$ cat config.mk
export PLATFORM = sky130hd
export DESIGN_NAME = qdma_axis_tkeep_conv
export DESIGN_NICKNAME = d
export VERILOG_FILES = /design/src/rtl/qdma_axis_pkg.sv /design/src/rtl/axis_skid_buf.sv /design/src/rtl/qdma_axis_tkeep_conv.sv
export SDC_FILE = /design/constraint.sdc
export NUM_CORES = 2
export LEC_CHECK = 0
export ABC_AREA = 1
export CAP_MARGIN = 5
export CORE_AREA = 5 5 443 445
export CTS_BUF_LIST = sky130_fd_sc_hd__clkbuf_2
export CTS_CLUSTER_DIAMETER = 80
export DETAILED_ROUTE_END_ITERATION = 10
export DIE_AREA = 0 0 448 450
export DONT_BUFFER_PORTS = 1
export MAX_ROUTING_LAYER = met4
export SLEW_MARGIN = 20
export SYNTH_ARGS = -nofsm -noshare
export SYNTH_HDL_FRONTEND = slang
export SYNTH_SLANG_ARGS = --single-unit
$ cat constraint.sdc
create_clock -name aclk -period 60.1 [get_ports aclk]
set_input_delay 12.02 -clock aclk [delete_from_list [all_inputs] [get_ports aclk]]
set_output_delay 12.02 -clock aclk [all_outputs]
set_load 0.005 [all_outputs]
$ cat src/rtl/qdma_axis_pkg.sv
// Shared types and helpers for the QDMA <-> Coyote AXI4-Stream adapters.
//
// Contents:
//   LEGAL_DATA_BITS - stream widths the adapters support
//   beat_t          - one stream beat {data, keep, last, sop}, sized for the
//                     widest legal stream; narrower users leave the upper bits zero
//   frame_state_t   - packet framing states
//   mty_to_keep()   - QDMA mty/zero_byte to AXI byte-enable conversion
package qdma_axis_pkg;

    localparam int MAX_DATA_BITS = 512;
    localparam int MAX_BYTES     = MAX_DATA_BITS / 8;
    localparam int MAX_MTY_BITS  = $clog2(MAX_BYTES);

    localparam int LEGAL_DATA_BITS [4] = '{64, 128, 256, 512};

    typedef struct packed {
        logic [MAX_DATA_BITS-1:0] data;
        logic [MAX_BYTES-1:0]     keep;
        logic                     last;
        logic                     sop;
    } beat_t;

    typedef enum logic [0:0] {
        IDLE,
        IN_PKT
    } frame_state_t;

    // Byte i is kept when i <= bytes-1-mty. Shifting an all-ones mask right
    // by (MAX_BYTES-bytes)+mty leaves exactly bytes-mty low bits set, so the
    // subtraction never goes negative. Bits at and above 'bytes' stay zero.
    function automatic logic [MAX_BYTES-1:0] mty_to_keep(
        input logic [MAX_MTY_BITS-1:0] mty,
        input logic                    zero_byte,
        input int                      bytes
    );
        logic [MAX_BYTES-1:0] ones;
        logic [MAX_BYTES-1:0] keep;
        int                   shift;
        ones  = '1;
        shift = (MAX_BYTES - bytes) + int'(mty);
        keep  = ones >> shift;
        return keep & ~{MAX_BYTES{zero_byte}};
    endfunction

endpackage

$ cat src/rtl/axis_skid_buf.sv
// Two-entry register slice for beat_t streams.
//
// Output register plus one skid register. s_ready is registered and equals
// "skid register empty", so the upstream sees no combinational path from
// m_ready. Full throughput under backpressure; order is preserved.
//
// Ports:
//   clk, rst        - clock, asynchronous active-high reset
//   s_valid/s_ready - upstream handshake, s_beat upstream beat
//   m_valid/m_ready - downstream handshake, m_beat downstream beat (held
//                     stable while m_valid & !m_ready)
module axis_skid_buf
    import qdma_axis_pkg::*;
(
    input  logic  clk,
    input  logic  rst,
    input  logic  s_valid,
    output logic  s_ready,
    input  beat_t s_beat,
    output logic  m_valid,
    input  logic  m_ready,
    output beat_t m_beat
);

    beat_t out_beat_p1;
    beat_t skid_beat_p1;
    logic  out_vld_p1;
    logic  skid_vld_p1;
    logic  rdy_p1;

    beat_t out_beat_n;
    beat_t skid_beat_n;
    logic  out_vld_n;
    logic  skid_vld_n;
    logic  s_fire;
    logic  out_load;

    assign s_fire   = s_valid & rdy_p1;
    assign out_load = ~out_vld_p1 | m_ready;

    always_comb begin
        out_beat_n  = out_beat_p1;
        skid_beat_n = skid_beat_p1;
        out_vld_n   = out_vld_p1;
        skid_vld_n  = skid_vld_p1;
        if (out_load) begin
            if (skid_vld_p1) begin
                // Oldest beat lives in the skid register: it goes out first.
                out_beat_n = skid_beat_p1;
                out_vld_n  = 1'b1;
                skid_vld_n = s_fire;
                if (s_fire) begin
                    skid_beat_n = s_beat;
                end
            end else begin
                out_vld_n = s_fire;
                if (s_fire) begin
                    out_beat_n = s_beat;
                end
            end
        end else if (s_fire) begin
            skid_beat_n = s_beat;
            skid_vld_n  = 1'b1;
        end
    end

    // ---- stage p1: output / skid registers ----
    always_ff @(posedge clk or posedge rst) begin
        if (rst) begin
            out_beat_p1  <= '0;
            skid_beat_p1 <= '0;
            out_vld_p1   <= 1'b0;
            skid_vld_p1  <= 1'b0;
            rdy_p1       <= 1'b0;
        end else begin
            out_beat_p1  <= out_beat_n;
            skid_beat_p1 <= skid_beat_n;
            out_vld_p1   <= out_vld_n;
            skid_vld_p1  <= skid_vld_n;
            rdy_p1       <= ~skid_vld_n;
        end
    end

    assign s_ready = rdy_p1;
    assign m_valid = out_vld_p1;
    assign m_beat  = out_beat_p1;

endmodule

$ cat src/rtl/qdma_axis_tkeep_conv.sv
// QDMA streaming beat (data, mty, zero_byte, tlast) to Coyote AXI4-Stream
// beat (data, tkeep, tlast, tuser=SOP), registered through a 2-entry skid
// buffer. Tracks packet framing, flags mty on non-last beats, counts packets.
//
// Optional feature macro: QDMA_TKEEP_BYTECNT_EN adds per-packet byte totals
// (pkt_bytes, pkt_bytes_valid).
//
// Ports:
//   aclk, areset        - clock, asynchronous active-high reset
//   s_qdma_*            - QDMA input beat and handshake
//   m_axis_*            - AXI4-Stream output beat and handshake
//   err_mty             - sticky: nonzero mty seen on a non-last input beat
//   pkt_cnt             - packets completed on the output side (wraps)
//   pkt_bytes(_valid)   - packet byte total and its 1-cycle strobe (optional)
module qdma_axis_tkeep_conv
    import qdma_axis_pkg::*;
#(
    parameter  int DATA_BITS = 512,
    localparam int BYTES     = DATA_BITS / 8,
    localparam int MTY_BITS  = $clog2(BYTES)
) (
    input  logic                 aclk,
    input  logic                 areset,
    input  logic                 s_qdma_tvalid,
    output logic                 s_qdma_tready,
    input  logic [DATA_BITS-1:0] s_qdma_tdata,
    input  logic [MTY_BITS-1:0]  s_qdma_mty,
    input  logic                 s_qdma_zero_byte,
    input  logic                 s_qdma_tlast,
    output logic                 m_axis_tvalid,
    input  logic                 m_axis_tready,
    output logic [DATA_BITS-1:0] m_axis_tdata,
    output logic [BYTES-1:0]     m_axis_tkeep,
    output logic                 m_axis_tlast,
    output logic                 m_axis_tuser,
    output logic                 err_mty,
    output logic [31:0]          pkt_cnt
`ifdef QDMA_TKEEP_BYTECNT_EN
    ,
    output logic [31:0]          pkt_bytes,
    output logic                 pkt_bytes_valid
`endif
);

    if (DATA_BITS != LEGAL_DATA_BITS[0] && DATA_BITS != LEGAL_DATA_BITS[1] &&
        DATA_BITS != LEGAL_DATA_BITS[2] && DATA_BITS != LEGAL_DATA_BITS[3]) begin : g_bad_width
        $error("qdma_axis_tkeep_conv: DATA_BITS must be 64, 128, 256 or 512");
    end

    frame_state_t state;
    frame_state_t state_n;
    logic         sop;
    logic         s_fire;
    logic         m_fire;
    beat_t        in_beat;
    beat_t        out_beat;

    assign s_fire = s_qdma_tvalid & s_qdma_tready;
    assign m_fire = m_axis_tvalid & m_axis_tready;

    // Framing advances on the input handshake; SOP is the IDLE state.
    always_comb begin
        state_n = state;
        sop     = (state == IDLE);
        if (s_fire) begin
            state_n = s_qdma_tlast ? IDLE : IN_PKT;
        end
    end

    always_ff @(posedge aclk or posedge areset) begin
        if (areset) begin
            state <= IDLE;
        end else begin
            state <= state_n;
        end
    end

    always_comb begin
        in_beat                      = '0;
        in_beat.data[DATA_BITS-1:0]  = s_qdma_tdata;
        in_beat.keep                 = mty_to_keep(MAX_MTY_BITS'(s_qdma_mty), s_qdma_zero_byte, BYTES);
        in_beat.last                 = s_qdma_tlast;
        in_beat.sop                  = sop;
    end

    // ---- stage p1: registered output through the skid buffer ----
    axis_skid_buf u_skid (
        .clk     (aclk),
        .rst     (areset),
        .s_valid (s_qdma_tvalid),
        .s_ready (s_qdma_tready),
        .s_beat  (in_beat),
        .m_valid (m_axis_tvalid),
        .m_ready (m_axis_tready),
        .m_beat  (out_beat)
    );

    assign m_axis_tdata = out_beat.data[DATA_BITS-1:0];
    assign m_axis_tkeep = out_beat.keep[BYTES-1:0];
    assign m_axis_tlast = out_beat.last;
    assign m_axis_tuser = out_beat.sop;

    always_ff @(posedge aclk or posedge areset) begin
        if (areset) begin
            err_mty <= 1'b0;
            pkt_cnt <= '0;
        end else begin
            if (s_fire && !s_qdma_tlast && (s_qdma_mty != '0)) begin
                err_mty <= 1'b1;
            end
            if (m_fire && m_axis_tlast) begin
                pkt_cnt <= pkt_cnt + 32'd1;
            end
        end
    end

`ifdef QDMA_TKEEP_BYTECNT_EN
    logic [31:0] byte_acc;
    logic [31:0] beat_bytes;

    assign beat_bytes = 32'($countones(m_axis_tkeep));

    always_ff @(posedge aclk or posedge areset) begin
        if (areset) begin
            byte_acc        <= '0;
            pkt_bytes       <= '0;
            pkt_bytes_valid <= 1'b0;
        end else begin
            pkt_bytes_valid <= 1'b0;
            if (m_fire) begin
                if (m_axis_tlast) begin
                    pkt_bytes       <= byte_acc + beat_bytes;
                    pkt_bytes_valid <= 1'b1;
                    byte_acc        <= '0;
                end else begin
                    byte_acc <= byte_acc + beat_bytes;
                end
            end
        end
    end
`endif

endmodule

# Yosys cells after proc, flatten, opt, wreduce, memory -nomap -nowiden
# Index checks and enable logic that the tools add are counted.
[classes]
n_addsub = 1
shift = 1
eq_ne = 1
n_reduce_logical = 7
bitwise_logic = 8
mux = 10
[op_table]
columns = ["operator", "count"]
rows = [
  ["$mux W578", 5],
  ["$and A64 B64 Y64", 1],
  ["$not A64 Y64", 1],
  ["$shr A64 B6 Y64 const A", 1],
  ["$add A32 B1 Y32 const B", 1],
  ["$reduce_bool A6 Y1", 1],
  ["$mux W1", 5],
  ["$logic_and A1 B1 Y1", 3],
  ["$not A1 Y1", 3],
  ["$and A1 B1 Y1", 2],
  ["$ne A2 B1 Y1 const B", 1],
  ["$reduce_and A2 Y1", 1],
  ["$reduce_bool A2 Y1", 1],
  ["$logic_not A1 Y1", 1],
  ["$or A1 B1 Y1", 1],
]
[totals]
word_cells = 42
in_bits = 524
out_inout_bits = 613
reg_bits = 1193

# Depth between registers and ports, before layout
[depth]
depth_word = 5
mapped_depth = 10
mapped_depth_nobuf = 9

# Cells and area by module
# From an unflattened synthesis, not the netlist that was laid out.
[hier_totals]
cells_unflattened = 7267
area_unflattened_um2 = 54898.9
[by_module_without_submodules]
columns = ["module", "area_per_inst_um2", "cells_per_inst", "instances"]
rows = [
  ["axis_skid_buf", 52406.5, 6887, 1],
  ["qdma_axis_tkeep_conv", 2492.4, 380, 1],
]

# Worst setup path after synthesis
# Ideal clock, no wire load.
[synth_timing]
kind = "input to register"
start = "input m_axis_tready"
end = "register u_skid.skid_beat_p1[10] (netlist bit)"
arrival_ns = 12.937
setup_time_ns = 0.136
stages = 9
path_slack_ns = 47.027
required_ns = 59.964
path_cell_list = "inv_1 > nand2_1 > a21oi_1 > buf_2 > inv_4 > buf_4 > buf_4 > nand2_1 > o21ai_0"
[synth_via]
elab_chain_cells = 2
elab_cells_between_ends = 3
classes_between = "eq/ne (1); mux (1); bitwise (1)"
[synth_lines]
columns = ["element", "line_no", "source"]
rows = [
  ["start: declaration", "qdma_axis_tkeep_conv.sv:31", "input logic m_axis_tready,"],
  ["$or A1 B1 Y1 *", "axis_skid_buf.sv:39", "assign out_load = ~out_vld_p1 | m_ready;"],
  ["$ne A2 B1 Y1 (no line) or $mux W578 (tied branches)", "n/a", ""],
  ["end signal: assignment", "axis_skid_buf.sv:77", "skid_beat_p1 <= skid_beat_n;"],
  ["end: declaration", "axis_skid_buf.sv:26", "beat_t skid_beat_p1;"],
]
# Mark *: on every way between the ends. The rest lies on a longest branch, timed or not.
# A chain may end at the register's enable or synchronous reset.

==> results.ini <==
[route]
dr.first_iter.drc_count = 4608
drtPass1Iterations = 9
num_vias = 41411
drt_wl_total_um = 184800
drc = 0
antenna_left = 0
wl_per_cell_um = 21.29
vias_per_cell = 4.770

[power]
internal_power_mw = 1.717
ir_drop_mv = 0.04413
p_leak_nw = 26.31
swShare_pct = 44.71
clockPowerShare_pct = 18.6
power.switching_mw = 1.388
p_comb_share_pct = 30.3
seqPwrFrac_pct = 51.0
power.density_nw_per_um2 = 56.93

[clocking]
clkLatencyLatePin_ps = 1710
h-tree-depth = 5
clockBufferDepth = 4
clock_sinks = 1193
cts_made_buffers = 339
cts_tree = yes
cts-hold-fix-buffers = 0
cts_resized = 0
postCtsSetupBuffers = 0
root_buffer = clkbuf_2
clk_pin_slew_ps = 100

[placement]
gp_congestion = 0.9854
placed_cells = 8074
port_buffers = 0
dp.final_hpwl_um = 129600
pre_cts_slack_ps = 41480

[timing]
finClkSkew_ps = 218.0
fin_crit_ps = 16750
tns_ps = 0
fmax_ghz = 0.05969
setup_viol = 0
max_slew_margin_pct = 24.58
final_max_slew_viol_count = 0
period_share_pct = 27.87
setup_ws_ps = 43350
finalHoldWorstSlack_ps = 341.1
rsz0062_at_grt = false
hold_viol_final = 0
tightest_slew_ps = 1131

[critical_path]
crit_arrival_ps = 18200
cp_slowest_stage_delay_ps = 830
cp_max_fo = 118
worst-path-buf-inv = 8
reg2regPathDepth = 8
critPathTopFamily = buffers and inverters
start_kind = primary input
worstPathRequired_ps = 61550
crit_path_frequent_cell = buf_4
endpoint_kind = asynchronous set/reset pin
cp_slowest_cell = buf_4
worstPathCellList = inv_8, buf_4, buf_4, buf_4, buf_4, buf_4, buf_4, buf_4
crit_type = primary input to asynchronous set/reset pin
cp.depth = 8

[global_routing]
grt_pass1_vias = 39057
gr-total-overflow = 0
grt_pass1_wl_um = 267800
grt_usage_pct = 18.06
grt_max_degree = 200
antenna_found_initial = 28

[floorplanning]
io_pins = 1137
start_util_pct = 25.96
die_y_um = 450
core_area_sq_um = 191800
die-width_um = 448
num_rows = 161
die_area_sq_um = 201600

[layout]
syn_to_final_growth_pct = 9.575
mostFrequentLayoutCells = nand2_1 (2,828), dfrtp_1 (1,192), nor2_1 (592), a31oi_1 (518), clkbuf_2 (500)
fillers = 20605
nets = 6415
multi_input_area_sq_um = 17800
layoutNonFillerInstCount = 8682
seqCellArea_sq_um = 29860
final_layout_size_suffix_gt1_share_pct = 9.828
final_common_cell = nand2_1

[yosys]
syn_nets = 6408
synthAdderAreaFrac_pct = 0.02514
synthArstFlopShare_pct = 100.0
ys_seq_area_share_pct = 59.98
syn_area_sq_um = 49780
synth_edf_count = 0
synth-warning-count = 0
ys.flop_type = dfrtp_1
synthMuxAreaShare_pct = 0
yosysUniqueCellTypes = 41
synthXorXnorAreaFrac_pct = 0.2815
synth_area_per_cell_sq_um = 8.461
synth_top_family_by_area = simple AND/OR/NAND/NOR gates
synth_compound_area_share_pct = 8.710
synth-simple-area-share_pct = 26.73
synth-seq-cells = 1193
netlist_instances = 5883

[status]
status = complete, no violations

[flow_run]
max_cap_viol_count = 0

[hold_path]
hold_path_class = register to register
hold_depth = 2

## worst paths after layout
kind | startpoint | endpoint | slack (ps)
worst min register to register | u_skid.skid_beat_p1[178] | u_skid.m_beat[178] | 340
worst max-delay path | areset | u_skid.m_beat[419] | 43350
worst min-delay path | u_skid.skid_beat_p1[178] | u_skid.m_beat[178] | 340
max in group aclk | m_axis_tready | u_skid.skid_beat_p1[378] | 44810
min in group asynchronous | areset | u_skid.skid_beat_p1[210] | 10300
worst max register to register | u_skid.skid_vld_p1 | u_skid.skid_beat_p1[378] | 54130
## cell type report
class / instances / area share (%)
antenna: 51 / 0.2340
tap: 2526 / 5.795
inverter: 72 / 0.5827
multi-input combinational: 4235 / 32.64
clock buffer: 500 / 4.588
sequential: 1193 / 54.74
clock inverter: 56 / 0.5666
timing repair buffer: 49 / 0.8488
## kinds of logic (layout without fill, tap and decap cells)
kind of cell	Yosys count	in the layout
and+or+nand+nor	3494	3494
adders and majority gates	1	1
buffers and inverters	455	677
DFF	1193	1193
AOI/OAI and AO/OA	724	724
xor gates and xnor gates	16	16
other	0	51
## stage by stage
| stage | total power [mW] | util [%] | cell area [sq um] |
|---|---|---|---|
| 6_report | 3.105 | 28.44 | 54540 |
| 3_5_place_dp | 2.546 | 26.89 | 51570 |
| 2_1_floorplan | 2.173 | - | 49780 |
| 4_1_cts | 3.136 | 28.36 | 54390 |
| 5_1_grt | 3.339 | 28.44 | 54540 |
| 3_3_place_gp | 2.505 | 26.89 | 51570 |
## power by group through the flow
stage	registers [mW]	logic, mW	clock network, mW
finish	1.58	0.942	0.578
global route	1.61	1.08	0.645
CTS	1.59	0.948	0.603
detailed placement	1.60	0.947	0
global placement	1.59	0.915	0
floorplan	1.40	0.778	0
## worst register-to-register path, delay by kind of cell (launching register included)
kind,cells,cell delay [ps]
buf+inv,5,3690
flops,1,920
compound gates,1,810
simple gates,2,340
## routing by layer
metal	vias up	track usage (%)	part of all wire, %
li1	19040	-	-
met5	-	-	0
met2	1938	26.38	45
met3	464	8.816	13
met4	0	9.864	5.5
met1	19969	20.20	36
## cell usage after synthesis (6+ instances only)
cell type	n	area share [%]
a21oi_1	83	0.83
buf_4	14	0.21
nor3_1	7	0.070
dfrtp_1	1193	60
clkbuf_1	100	0.75
buf_2	261	2.6
xor2_1	8	0.14
nor2_1	592	4.5
xnor2_1	8	0.14
nand2_1	2828	21
nor2_2	10	0.13
nand4_1	12	0.15
nand3_1	28	0.28
inv_2	6	0.045
a31oi_1	518	6.5
o21ai_0	79	0.79
o21ai_1	22	0.22
inv_1	64	0.48
## state kept, by name (all words and copies together) (netlist names)
signal	flops
err_mty	1
pkt_cnt	32
state	1
u_skid.m_beat	578
u_skid.m_valid	1
u_skid.s_ready	1
u_skid.skid_beat_p1	578
u_skid.skid_vld_p1	1
Power figures use the tool's default switching activity.
